**src/rtl/stencil_2d_launcher.sv**
```systemverilog
// stencil_2d_launcher: call controller in front of the stencil_2d HLS component.
// Accepts host invocations, drives the component call interface (honouring busy),
// and collects returndata into an in-order response FIFO with stall backpressure.
// Optional feature macro: STENCIL_LAUNCH_LATENCY_EN adds rsp_latency_o, a
// free-running cycle counter and a call timestamp FIFO.
//
// state | meaning
// IDLE  | no call waiting; may accept a command
// ISSUE | k_start high, arguments held until the component takes the call
module stencil_2d_launcher #(
    parameter int MAX_OUTSTANDING = 4,
    parameter int RSP_DEPTH       = 4
) (
    input  logic        clock_i,
    input  logic        reset_i,
    input  logic        cmd_valid_i,
    output logic        cmd_ready_o,
    input  logic [63:0] cmd_orig_i,
    input  logic [63:0] cmd_sol_i,
    input  logic [63:0] cmd_filter_i,
    output logic        k_start_o,
    input  logic        k_busy_i,
    output logic [63:0] k_orig_o,
    output logic [63:0] k_sol_o,
    output logic [63:0] k_filter_o,
    input  logic        k_done_i,
    output logic        k_stall_o,
    input  logic [31:0] k_returndata_i,
    output logic        rsp_valid_o,
    input  logic        rsp_ready_i,
    output logic [31:0] rsp_data_o,
`ifdef STENCIL_LAUNCH_LATENCY_EN
    output logic [31:0] rsp_latency_o,
`endif
    output logic [4:0]  inflight_o,
    output logic        err_spurious_o
);

    localparam int RSP_AW = $clog2(RSP_DEPTH);
    localparam int RSP_CW = RSP_AW + 1;

    typedef enum logic {IDLE = 1'b0, ISSUE = 1'b1} state_t;

    state_t      state_q;
    logic        k_start_q;
    logic [63:0] k_orig_q, k_sol_q, k_filter_q;
    logic [4:0]  inflight_q, inflight_d;
    logic        err_q;

    logic [31:0]       rsp_mem_q [RSP_DEPTH];
    logic [RSP_AW-1:0] rsp_wr_q, rsp_rd_q;
    logic [RSP_CW-1:0] rsp_cnt_q, rsp_cnt_d;

    logic issue_pending;
    logic cmd_accept, call_accept, ret_accept, ret_valid;
    logic rsp_push, rsp_pop, rsp_full, rsp_empty;

    assign issue_pending = (state_q == ISSUE);
    // Ready depends only on registered state and reset, never on cmd_valid_i.
    assign cmd_ready_o   = !reset_i && !issue_pending &&
                           (({1'b0, inflight_q} + 6'(issue_pending)) < 6'(MAX_OUTSTANDING));
    assign cmd_accept    = cmd_valid_i && cmd_ready_o;
    assign call_accept   = k_start_q && !k_busy_i;

    // Stall comes from registered occupancy only; a same-cycle pop does not release it.
    assign rsp_full      = (rsp_cnt_q == RSP_CW'(RSP_DEPTH));
    assign rsp_empty     = (rsp_cnt_q == '0);
    assign ret_accept    = k_done_i && !rsp_full;
    assign ret_valid     = ret_accept && (inflight_q != '0);
    assign rsp_push      = ret_valid;
    assign rsp_pop       = !rsp_empty && rsp_ready_i;

    // Issue FSM: capture arguments on command accept, hold start until the call is taken.
    always_ff @(posedge clock_i) begin
        if (reset_i) begin
            state_q    <= IDLE;
            k_start_q  <= 1'b0;
            k_orig_q   <= '0;
            k_sol_q    <= '0;
            k_filter_q <= '0;
        end else begin
            case (state_q)
                IDLE: begin
                    if (cmd_accept) begin
                        state_q    <= ISSUE;
                        k_start_q  <= 1'b1;
                        k_orig_q   <= cmd_orig_i;
                        k_sol_q    <= cmd_sol_i;
                        k_filter_q <= cmd_filter_i;
                    end
                end
                ISSUE: begin
                    if (!k_busy_i) begin
                        state_q   <= IDLE;
                        k_start_q <= 1'b0;
                    end
                end
                default: begin
                    state_q   <= IDLE;
                    k_start_q <= 1'b0;
                end
            endcase
        end
    end

    // Outstanding-call count: call accepts add, non-spurious returns subtract.
    always_comb begin
        inflight_d = inflight_q;
        if (call_accept && !ret_valid) begin
            inflight_d = inflight_q + 5'd1;
        end else if (!call_accept && ret_valid) begin
            inflight_d = inflight_q - 5'd1;
        end
    end

    // Inflight register and sticky spurious-return flag.
    always_ff @(posedge clock_i) begin
        if (reset_i) begin
            inflight_q <= '0;
            err_q      <= 1'b0;
        end else begin
            inflight_q <= inflight_d;
            if (ret_accept && (inflight_q == '0)) begin
                err_q <= 1'b1;
            end
        end
    end

    // Response occupancy next-state; push and pop together cancel out.
    always_comb begin
        rsp_cnt_d = rsp_cnt_q;
        if (rsp_push && !rsp_pop) begin
            rsp_cnt_d = rsp_cnt_q + RSP_CW'(1);
        end else if (!rsp_push && rsp_pop) begin
            rsp_cnt_d = rsp_cnt_q - RSP_CW'(1);
        end
    end

    // Response FIFO pointers and occupancy; power-of-two depth wraps naturally.
    always_ff @(posedge clock_i) begin
        if (reset_i) begin
            rsp_wr_q  <= '0;
            rsp_rd_q  <= '0;
            rsp_cnt_q <= '0;
        end else begin
            if (rsp_push) rsp_wr_q <= rsp_wr_q + RSP_AW'(1);
            if (rsp_pop)  rsp_rd_q <= rsp_rd_q + RSP_AW'(1);
            rsp_cnt_q <= rsp_cnt_d;
        end
    end

    // Response data storage; contents need no reset since empty masks the output.
    always_ff @(posedge clock_i) begin
        if (rsp_push) begin
            rsp_mem_q[rsp_wr_q] <= k_returndata_i;
        end
    end

`ifdef STENCIL_LAUNCH_LATENCY_EN
    localparam int TS_AW = (MAX_OUTSTANDING > 1) ? $clog2(MAX_OUTSTANDING) : 1;

    logic [31:0]      cyc_q;
    logic [31:0]      ts_mem_q [MAX_OUTSTANDING];
    logic [TS_AW-1:0] ts_wr_q, ts_rd_q;
    logic [31:0]      lat_mem_q [RSP_DEPTH];

    // Free-running cycle counter, zero in the first cycle after reset.
    always_ff @(posedge clock_i) begin
        if (reset_i) cyc_q <= '0;
        else         cyc_q <= cyc_q + 32'd1;
    end

    // Timestamp FIFO pointers; inflight bounds occupancy so no count is needed.
    always_ff @(posedge clock_i) begin
        if (reset_i) begin
            ts_wr_q <= '0;
            ts_rd_q <= '0;
        end else begin
            if (call_accept) begin
                ts_wr_q <= (ts_wr_q == TS_AW'(MAX_OUTSTANDING - 1)) ? '0 : ts_wr_q + TS_AW'(1);
            end
            if (ret_valid) begin
                ts_rd_q <= (ts_rd_q == TS_AW'(MAX_OUTSTANDING - 1)) ? '0 : ts_rd_q + TS_AW'(1);
            end
        end
    end

    // Stamp calls on accept; store elapsed cycles alongside each returned value.
    always_ff @(posedge clock_i) begin
        if (call_accept) ts_mem_q[ts_wr_q] <= cyc_q;
        if (rsp_push)    lat_mem_q[rsp_wr_q] <= cyc_q - ts_mem_q[ts_rd_q];
    end

    assign rsp_latency_o = rsp_empty ? '0 : lat_mem_q[rsp_rd_q];
`endif

    assign k_start_o      = k_start_q;
    assign k_orig_o       = k_orig_q;
    assign k_sol_o        = k_sol_q;
    assign k_filter_o     = k_filter_q;
    assign k_stall_o      = rsp_full;
    assign rsp_valid_o    = !rsp_empty;
    assign rsp_data_o     = rsp_empty ? '0 : rsp_mem_q[rsp_rd_q];
    assign inflight_o     = inflight_q;
    assign err_spurious_o = err_q;

endmodule

```
**config.mk**
```make
export PLATFORM = sky130hd
export DESIGN_NAME = stencil_2d_launcher
export DESIGN_NICKNAME = d
export VERILOG_FILES = /design/src/rtl/stencil_2d_launcher.sv
export SDC_FILE = /design/constraint.sdc
export NUM_CORES = 1
export LEC_CHECK = 0
export ABC_AREA = 0
export BUFFER_PORTS_ARGS = -buffer_cell sky130_fd_sc_hd__buf_4
export CAP_MARGIN = 20
export CORE_AREA = 2 2 181 183
export DETAILED_ROUTE_END_ITERATION = 12
export DIE_AREA = 0 0 183 185
export PLACE_DENSITY = 0.63
export SYNTH_ARGS = -nofsm -noshare
export SYNTH_HDL_FRONTEND = slang
export SYNTH_SLANG_ARGS = --single-unit
```
**constraint.sdc**
```tcl
create_clock -name clock_i -period 8 [get_ports clock_i]
set_input_delay 0.4 -clock clock_i [delete_from_list [all_inputs] [get_ports clock_i]]
set_output_delay 0.4 -clock clock_i [all_outputs]
set_load 0.02 [all_outputs]
```
==> results of run 1 <==
## power breakdown
group | internal, W | switching (W) | total, W
Clock | 0.000998 | 0.000677 | 0.00168
Sequential | 0.00204 | 0.000110 | 0.00215
Combinational | 0.000706 | 0.000947 | 0.00165
## worst register-to-register path, stage by stage, from the launching register on
cell	delay [ns]
dfxtp_1	0.34
or3_4	0.43
nor4b_4	0.26
buf_4	0.77
buf_4	0.91
nand2_1	0.37
a21oi_1	0.18
## flip-flops by register name (all words and copies together), names as in the netlist, 2 cells and up, named ones only
name and cells:
inflight_o 5, k_filter_o 64, k_orig_o 64, k_sol_o 64, rsp_cnt_q 3, rsp_mem_q 128, rsp_rd_q 2, rsp_wr_q 2
## layout make-up
class | count | area [sq um]
Fill cell | 2862 | 14830
Clock buffer | 48 | 1018
Tap cell | 408 | 510.5
Clock inverter | 16 | 178.9
Inverter | 8 | 30.03
Sequential cell | 337 | 8029
Multi-Input combinational cell | 716 | 3886
Timing Repair Buffer | 474 | 3562
## kinds of logic after synthesis
logic type	after synthesis	synth area share [%]
and+or+nand+nor	460	15.14
DFF	337	64.71
AOI/OAI and AO/OA	202	8.220
buffers and inverters	88	4.065
muxes	36	6.142
adders and majority gates	11	1.230
xor gates and xnor gates	7	0.4942
## Yosys cell counts (all sizes together), types with 2 or more instances
master	count	area share [%]
nor2	20	0.61
nor3	3	0.12
a21oi	198	8.0
clkbuf	36	1.1
nor2b	3	0.15
dfxtp	209	34
and2	36	1.8
xor2	6	0.42
buf	44	2.7
or3	4	0.24
ha	9	0.91
mux2i	3	0.24
mux4	32	5.8
nand2	387	12
edfxtp	128	31
inv	8	0.24
fa	2	0.32
## layer usage
metal | vias to the layer above | part of all wire, % | GRT usage, %
met1 | 4488 | 40 | 25.41
met3 | 57 | 8.8 | 6.764
li1 | 4705 | - | -
met5 | - | 0 | 0
met4 | 0 | 2.7 | 6.496
met2 | 328 | 49 | 32.70
## worst max path at each step
stage                     slack (ns)  depth (start not counted)            end
final                           4.67                          6   k_orig_o[22]
after global routing            4.42                          6   k_orig_o[22]
after CTS                       4.62                          6   k_orig_o[22]
after detailed placement        4.49                          5   k_orig_o[25]
after global placement          4.52                          5   k_orig_o[37]
after floorplan                 5.23                         11  inflight_o[4]
## metrics by stage
| step | total power (W) | hold WS [ns] | worst slack (ns) |
|---|---|---|---|
| floorplan | 0.003219 | 0.4622 | 5.232 |
| global placement | 0.003838 | 0.4419 | 4.523 |
| detailed placement | 0.003866 | 0.4466 | 4.493 |
| CTS | 0.005559 | 0.05048 | 4.621 |
| global route | 0.005769 | 0.04998 | 4.423 |
| finish | 0.005477 | 0.07791 | 4.674 |
==> metrics, run 1 <==
maximum root-to-sink buffer count 3; clock sink count about 340; DRC Markers 0; Core Area 32040 sq um; TritonRoute pass-1 iters 5; commonest non-fill, non-tap cells in the layout 473 x buf_4, 387 x nand2_1, 208 x dfxtp_1; kind of critical path flop to flop; Finished Layout Cells between 2000 and 2500; Distinct cells, synth 34; DRT Wirelength between 30000 and 40000 um; Async SR Flop Fraction 0%; clk_skew 0.01412 ns; CP startpoint kind flop; worst-path maximum fanout around 100; worst-skew pair later-pin latency 0.52 ns; CTS HTree Levels 2; nets 1815; DRT antenna net count 0; Crit-path slowest cell buf_4; Hold Path Origin k_returndata_i[19]; Die W 183 um; Post-Syn Instances 1141; Critical Path AT 3.77 ns; Reg2Reg Depth 6; WL/cell 17.78 um; crit-path max cell delay 0.90 ns; Cell Chain, Critical Path or3_4, nor4b_4, buf_4, buf_4, nand2_1, a21oi_1; Post-Place Cells 1943; largest net degree at the start of global routing 125; Max-cap violations 0; Seq/Total Area, Yosys 64.71%; cell family with most CP delay buffers and inverters; post-cts sizing count 0; vias in the first global route about 9300; Post-Syn Nets 1382; Detail Placement HPWL 24520 um; initial antenna violation count 0; root buffer cell clkbuf_16; CTS Hold Bufs 0; Post-DP Area 16020 sq um; fmax 300.6 MHz; layout cell share with drive strength beyond 1 between 30% and 40%; CTS buffer count 37; mean area per synthesized cell approximately 11 sq um; fin crit period between 3 and 4 ns; Clock transition at path regs 0.06 ns; crit path buf inv count 2; post-route setup TNS 0 ns; CTS tree done; Syn-to-layout area delta 38.77%; Die Y 185 um; Worst Max-Slew Pin Slew ~1.1 ns; Max IR drop VDD 0.1522 mV; final hold viol count 0; row cnt 66; Worst Hold Endpoint rsp_mem_q[2][19]; Tcrit/Tclk final 41.58%; Mapped Area about 12000 sq um; endpoints failing setup 0; # diodes 0; Cell Pwr Density 318.1 nW/um^2; gpl congestion 0.7929; leakage 6.944 nW; via count 9578; Post-synth top flop dfxtp_1; Synth Warn # 0; Worst Hold Class primary input to flop; WP data required 8.44 ns; initial DRC count 722; Post-CTS Setup Inserts 0; finished layout cell area 17220 sq um; crit end category flop; commonest non-fill, non-tap cell in the layout buf_4; status complete, no violations; Yosys reg bits 337; RSZ-0062 raised after global routing false; Worst Hold Depth 1; total track usage a little over 20%; initial core utilization 38.72%; GRT overflow 0; Port-buffer cells ~460; reg2reg end k_orig_o[22]; final slew viol count 0; crit path from inflight_o[2]; EDFF count, synth 128; first-pass GRT wire length roughly 53000 um; DR vias/cell between 4 and 5; most frequent CP cell buf_4; Final Util 53.73%; Top-Level Pins between 400 and 500; slew margin rel. between 20% and 30%; R2R Setup Slk 4.67 ns; area of the die 33860 sq um; R2R Path Start inflight_o[2]
Power figures use the tool's default switching activity.
==> inputs of run 2 (changes only) <==
--- a/config.mk
+++ b/config.mk
@@ -8,10 +8,10 @@
 export ABC_AREA = 0
 export BUFFER_PORTS_ARGS = -buffer_cell sky130_fd_sc_hd__buf_4
 export CAP_MARGIN = 20
-export CORE_AREA = 2 2 181 183
+export CORE_AREA = 2 2 182 184
 export DETAILED_ROUTE_END_ITERATION = 12
-export DIE_AREA = 0 0 183 185
-export PLACE_DENSITY = 0.63
+export DIE_AREA = 0 0 184 186
+export PLACE_DENSITY = 0.65
 export SYNTH_ARGS = -nofsm -noshare
 export SYNTH_HDL_FRONTEND = slang
 export SYNTH_SLANG_ARGS = --single-unit
==> constraint.sdc (replaced) <==
create_clock -name clock_i -period 2.89 [get_ports clock_i]
set_input_delay 0.1445 -clock clock_i [delete_from_list [all_inputs] [get_ports clock_i]]
set_output_delay 0.1445 -clock clock_i [all_outputs]
set_load 0.02 [all_outputs]
==> run 2 against run 1 <==
  * First-iteration DRC count down 20%
  * Largest cell class unchanged
  * Flip-flop and latch count unchanged
  * Highest routed layer is now met5
  * Critical path depth up 4
  * Critical path type unchanged
  * Total power rose to 2.9 times the previous value
  * Via count up 14%
==> metrics, run 2 (same netlist as run 1, synthesis figures left out) <==
final slew viol count 0 (unchanged); Final Util 61.01% (+7.3 points); gpl congestion 0.7929 (unchanged); CTS Hold Bufs 226 (+226); met3 Resource Use GR 5.654% (-1.1 points); worst-path maximum fanout 5 (-95%); final hold viol count 0 (unchanged); Crit path depth 10 (+4); post-cts sizing count 0 (unchanged); Reg2Reg Depth 10 (+4); Worst Hold Depth 4 (+3); Worst Max-Slew Pin Slew 0.7990 ns (-0.2766 ns); Critical Path AT 3.12 ns (-0.65 ns); GRT overflow 0 (unchanged); DRC Markers 0 (unchanged); met1 Resource Use GR 27.51% (+2.1 points); vias in the first global route 11110 (+19%); CP startpoint kind flop; TritonRoute pass-1 iters 6 (+1); layout cell share with drive strength beyond 1 31.05% (-4.3 points); Crit-path slowest cell or3_4; area of the die 34220 sq um (+1.1%); WP data required 3.30 ns (-5.14 ns); clk_skew 0.01317 ns (-0.0009532 ns); cell family with most CP delay multiplexers; Cell Chain, Critical Path or3_4, o311a_1, inv_1, ha_1, inv_1, ha_1, nand2b_1, a21oi_1, mux2i_1, mux2_2; total track usage 22.74% (+2.6 points); Port-buffer cells 463 (unchanged); Tcrit/Tclk final 93.79% (+52 points); Seq. cell area 8029 sq um (unchanged); Die Y 186 um (+0.54%); kind of critical path flop to flop; crit end category flop; CTS HTree Levels 2 (unchanged); Multi-input gate area 3886 sq um (unchanged); Max-cap violations 0 (unchanged); maximum root-to-sink buffer count 3 (unchanged); DR vias/cell 4.876 (+2.2%); commonest non-fill, non-tap cells in the layout 474 x buf_4, 387 x nand2_1, 226 x dlygate4sd3_1; Post-CTS Setup Inserts 0 (unchanged); Max IR drop VDD 0.5115 mV (+240%); GR Util met2 39.14% (+6.4 points); slew margin rel. 46.73% (+18 points); post-route setup TNS 0 ns (unchanged); fmax 368.9 MHz (+23%); CTS buffer count 39 (+5.4%); Cell Pwr Density 799.5 nW/um^2 (+150%); commonest non-fill, non-tap cell in the layout buf_4; initial core utilization 38.52% (-0.20 points); nets 2051 (+13%); status complete, no violations; leakage 7.965 nW (+15%); DRT antenna net count 0 (unchanged); fin crit period 2.710 ns (-0.6160 ns); row cnt 66 (unchanged); crit path buf inv count 2 (unchanged); DRT Wirelength 40780 um (+14%); largest net degree at the start of global routing 144 (+15%); Total Power 0.01571 W (+190%); Core Area 32210 sq um (+0.52%); WL/cell 18.16 um (+2.2%); endpoints failing setup 0 (unchanged); Top-Level Pins 464 (unchanged); Top reg by flops rsp_mem_q; Top Usage Layer GRT met2; Worst Hold Class primary input to flop; Syn-to-layout area delta 58.39%; RSZ-0062 raised after global routing false; Detail Placement HPWL 25780 um (+5.1%); clock sink count 337 (unchanged); worst-skew pair later-pin latency 0.52 ns (about the same); initial DRC count 575 (-20%); root buffer cell clkbuf_16; via count 10950 (+14%); CTS tree done; initial antenna violation count 3 (+3); number of flip-flops under the largest register name 128 (unchanged); first-pass GRT wire length 60820 um (+15%); fillcell total 2500 (-13%); crit-path max cell delay 0.44 ns (-0.46 ns); Die W 184 um (+0.55%); Clock transition at path regs 0.06 ns (about the same)
run 2: cell types whose count changed in the layout (fill, tap and decap cells not counted), sizes merged:
cell	change
diode	+1
buf	+8
dlygate4sd3	+226
clkbuf	+13
clkinvlp	-1
bufinv	-1
clkinv	-8
run 2: report_power, final:
part	leakage (nW)	switching [W]	internal (W)
clock	0.589	0.00188	0.00284
combinational	4.51	0.00275	0.00224
sequential	2.86	0.000346	0.00565
run 2: worst paths after layout:
path,endpoint,start,slack (ns)
setup / recovery,inflight_o[4],inflight_o[4],0.18
hold / removal,flop,rsp_ready_i,0.04
setup reg to reg,inflight_o[4],inflight_o[4],0.18
hold reg to reg,k_sol_o[36],k_sol_o[36],0.45
run 2: worst min-delay path: cells and delay by family:
| family | cells | cell delay, ns |
|---|---|---|
| xor gates and xnor gates | 1 | 0.09 |
| and+or+nand+nor | 2 | 0.16 |
| buffers and inverters | 1 | 0.13 |
run 2: area by class of cell:
class / count / share of cell area, %
Sequential cell: 337 / 40.86
Timing Repair Buffer: 708 / 30.39
Multi-Input combinational cell: 716 / 19.78
Clock buffer: 61 / 5.699
Tap cell: 408 / 2.598
Clock inverter: 6 / 0.5031
Inverter: 8 / 0.1528
Antenna cell: 1 / 0.01274
run 2: routing by layer:
| metal | part of all wire [%] | vias to the layer above |
|---|---|---|
| li1 | - | 5185 |
| met1 | 40 | 5241 |
| met2 | 50 | 422 |
| met3 | 6.4 | 95 |
| met4 | 3.4 | 4 |
| met5 | 0.078 | - |
run 2: per-stage QoR:
step / setup WS (ns) / cell area (sq um) / std cells / hold slack [ns]
floorplan: 0.1222 / 12410 / 1141 / 0.2434
global placement: 0.2465 / 16170 / 1951 / 0.3456
detailed placement: 0.1960 / 16170 / 1951 / 0.3484
CTS: 0.1803 / 19650 / 2244 / 0.01683
global route: 0.01010 / 19650 / 2245 / 0.06096
finish: 0.1796 / 19650 / 2245 / 0.04194
==> inputs of run 3 (changes only) <==
==> config.mk (replaced) <==
export PLATFORM = sky130hd
export DESIGN_NAME = stencil_2d_launcher
export DESIGN_NICKNAME = d
export VERILOG_FILES = /design/src/rtl/stencil_2d_launcher.sv
export SDC_FILE = /design/constraint.sdc
export NUM_CORES = 1
export LEC_CHECK = 0
export ABC_AREA = 1
export BUFFER_PORTS_ARGS = -buffer_cell sky130_fd_sc_hd__buf_4
export CAP_MARGIN = 20
export CORE_AREA = 2 2 183 185
export DETAILED_ROUTE_END_ITERATION = 12
export DIE_AREA = 0 0 185 187
export PLACE_DENSITY = 0.77
export SYNTH_ARGS = -nofsm -noshare
export SYNTH_HDL_FRONTEND = slang
export SYNTH_SLANG_ARGS = --single-unit
==> run 3 against run 2 <==
  * Wire length is 10% higher
  * Via count rose by 23%
  * Setup slack improved by 0.21 ns
  * Cell area grew 6.4%
  * Non-clock buffer count decreased by 4
  * Sequential power increased by 6.3%
  * Clock skew increased by 0.0016 ns
  * First-iteration DRC count grew 75%
  * Critical endpoint is now inflight_o[3]
==> metrics, run 3 <==
DRT Wirelength 44930 um (+10%); Seq/Total Area, Yosys 58.98% (-5.7 points); fmax 400.3 MHz (+8.5%); Post-Syn Instances 1730 (+52%); crit end category flop; R2R Setup Slk 0.39 ns (+0.21 ns); root buffer cell clkbuf_16; Clock transition at path regs 0.06 ns (about the same); fin crit period 2.498 ns (-0.2124 ns); cell family with most CP delay simple AND/OR/NAND/NOR gates; number of flip-flops under the largest register name 128 (unchanged); Worst Max-Slew Pin Slew 1.076 ns (+0.2765 ns); clk_skew 0.01481 ns (+0.001640 ns); row cnt 67 (+1.5%); Max IR drop VDD 0.5297 mV (+3.6%); Top-Level Pins 464 (unchanged); Critical Path AT 2.90 ns (-0.22 ns); layout cell share with drive strength beyond 1 22.54% (-8.5 points); Distinct cells, synth 23 (-32%); Port-buffer cells 463 (unchanged); WP data required 3.29 ns (about the same); final hold viol count 0 (unchanged); clock sink count 337 (unchanged); EDFF count, synth 128 (unchanged); total track usage 25.23% (+2.5 points); WL/cell 15.68 um (-14%); initial antenna violation count 3 (unchanged); CTS buffer count 37 (-5.1%); Yosys reg bits 337 (unchanged); Cell Pwr Density 860.3 nW/um^2 (+7.6%); Synth Warn # 0 (unchanged); post-cts sizing count 0 (unchanged); final slew viol count 0 (unchanged); status complete, no violations; worst-skew pair later-pin latency 0.51 ns (about the same); CTS Hold Bufs 226 (unchanged); gpl congestion 0.8882 (+12%); DR vias/cell 4.699 (-3.6%); Post-CTS Setup Inserts 0 (unchanged); commonest non-fill, non-tap cell in the layout nor2_1; CTS tree done; largest area contributor in the netlist dfxtp_1; worst-path maximum fanout 5 (unchanged); CTS HTree Levels 2 (unchanged); crit path buf inv count 4 (+2); Area contributors post-synth dfxtp_1 31%, edfxtp_1 28%, nor2_1 15%; Post-DP Area 17430 sq um (+7.8%); via count 13460 (+23%); Worst Hold Class primary input to flop; Core Area 32860 sq um (+2.0%); post-route setup TNS 0 ns (unchanged); Detail Placement HPWL 25750 um (-0.10%); Cell Chain, Critical Path inv_1, nand3_1, nor3_1, nor2_1, inv_1, ha_1, inv_1, ha_1, a21oi_1, nand2_1, nand2_1, nand2_1, o21ai_0, inv_1; Max-cap violations 0 (unchanged); maximum root-to-sink buffer count 3 (unchanged); finished layout cell area 20910 sq um (+6.4%); GRT overflow 0 (unchanged); first-pass GRT wire length 69590 um (+14%); slew margin rel. 28.30% (-18 points); TritonRoute pass-1 iters 8 (+2); Crit-path slowest cell ha_1; most frequent CP cell inv_1; kind of critical path flop to flop; initial core utilization 41.42% (+2.9 points); mean area per synthesized cell 7.868 sq um (-28%); initial DRC count 1008 (+75%); CP startpoint kind flop; RSZ-0062 raised after global routing false; DRC Markers 0 (unchanged); nets 2627 (+28%); Tcrit/Tclk final 86.43% (-7.4 points); area of the die 34600 sq um (+1.1%); crit-path max cell delay 0.35 ns (-0.09 ns); largest net degree at the start of global routing 212 (+47%); Mapped Area 13610 sq um (+9.7%); DRT antenna net count 0 (unchanged); commonest cells in the synthesized netlist 531 x nor2_1, 405 x nand2_1, 223 x inv_1; commonest non-fill, non-tap cells in the layout 526 x nor2_1, 476 x buf_4, 405 x nand2_1; Top reg by flops rsp_mem_q; Die Y 187 um (+0.54%); most numerous cell in the Yosys netlist nor2_1; Syn-to-layout area delta 53.62%; Die W 185 um (+0.54%); endpoints failing setup 0 (unchanged); Async SR Flop Fraction 0% (unchanged); leakage 10.30 nW (+29%); Post-Syn Nets 1971 (+43%); Post-synth top flop dfxtp_1; top cell type's share of synthesized area 30.74% (-3.0 points); vias in the first global route 13650 (+23%)
==> run 3: changes by cell type in the layout (fill, tap and decap cells not counted), sizes merged, moves of 5 or more <==
cell	before	now
a21oi	198	47
and2	36	0
clkbuf	61	53
clkinv	3	11
inv	9	226
mux4	32	0
nand2	387	405
nand3	1	6
nor2	20	531
o21ai	1	74
xor2	6	0
==> run 3: routing by layer <==
metal / GRT usage (%) / share of wire, % / vias to the layer above
met4: 15.63 / 6.7 / 0
met1: 28.33 / 38 / 6081
li1: - / - / 6521
met5: 0 / 0 / -
met3: 6.406 / 8.0 / 198
met2: 42.68 / 48 / 662
==> run 3: metrics by stage <==
step,utilization (%),total power (W),cells,hold slack (ns),setup slack [ns]
after global routing,63.63,0.01898,2865,0.06036,0.1946
after CTS,63.61,0.01788,2862,0.04188,0.4011
after global placement,53.04,0.01271,2569,0.3422,0.5138
after floorplan,-,0.01030,1730,0.2136,0.06645
final,63.63,0.01799,2865,0.05548,0.3920
after detailed placement,53.04,0.01291,2569,0.3472,0.4256
==> run 3: where the power goes <==
| part | switching [W] | internal, W |
|---|---|---|
| registers | 0.000458 | 0.00591 |
| clock network | 0.00188 | 0.00280 |
| logic | 0.00437 | 0.00257 |
| total | 0.00671 | 0.0113 |
==> run 3: area by class of cell <==
cell class | instances | area (sq um)
inverters | 225 | 849.6
clock inverters | 14 | 126.4
fillers | 2422 | 11950
multi-input cells | 1081 | 4378
flip-flops and latches | 337 | 8029
repair buffers | 704 | 5876
diodes | 3 | 7.507
well taps | 448 | 560.5
clock buffers | 53 | 1084
==> run 3: final timing paths <==
kind / start / endpoint / cells after the start
worst max-delay path: inflight_o[3] / inflight_o[3] / 14
worst max register to register: inflight_o[3] / inflight_o[3] / 14
worst min register to register: rsp_rd_q[1] / rsp_rd_q[1] / 2
worst min-delay path: rsp_ready_i / flop / 4
==> run 3: kinds of logic (layout without fill, tap and decap cells) <==
| family | count (synthesis) | in the layout | share of synthesized area [%] |
|---|---|---|---|
| fa+ha+maj | 11 | 11 | 1.121 |
| flops | 337 | 337 | 58.98 |
| buf+inv | 312 | 996 | 9.017 |
| other cells | 0 | 3 | 0 |
| compound gates | 121 | 121 | 4.449 |
| simple gates | 948 | 948 | 26.37 |
| xor+xnor | 1 | 1 | 0.06436 |
==> run 3: worst reg2reg max path: stages (launching register included) <==
cell and delay (ns):
dfxtp_1 0.34, inv_1 0.10, nand3_1 0.10, nor3_1 0.21, nor2_1 0.13, inv_1 0.21, ha_1 0.25, inv_1 0.11
ha_1 0.35, a21oi_1 0.16, nand2_1 0.08, nand2_1 0.06, nand2_1 0.04, o21ai_0 0.18, inv_1 0.05
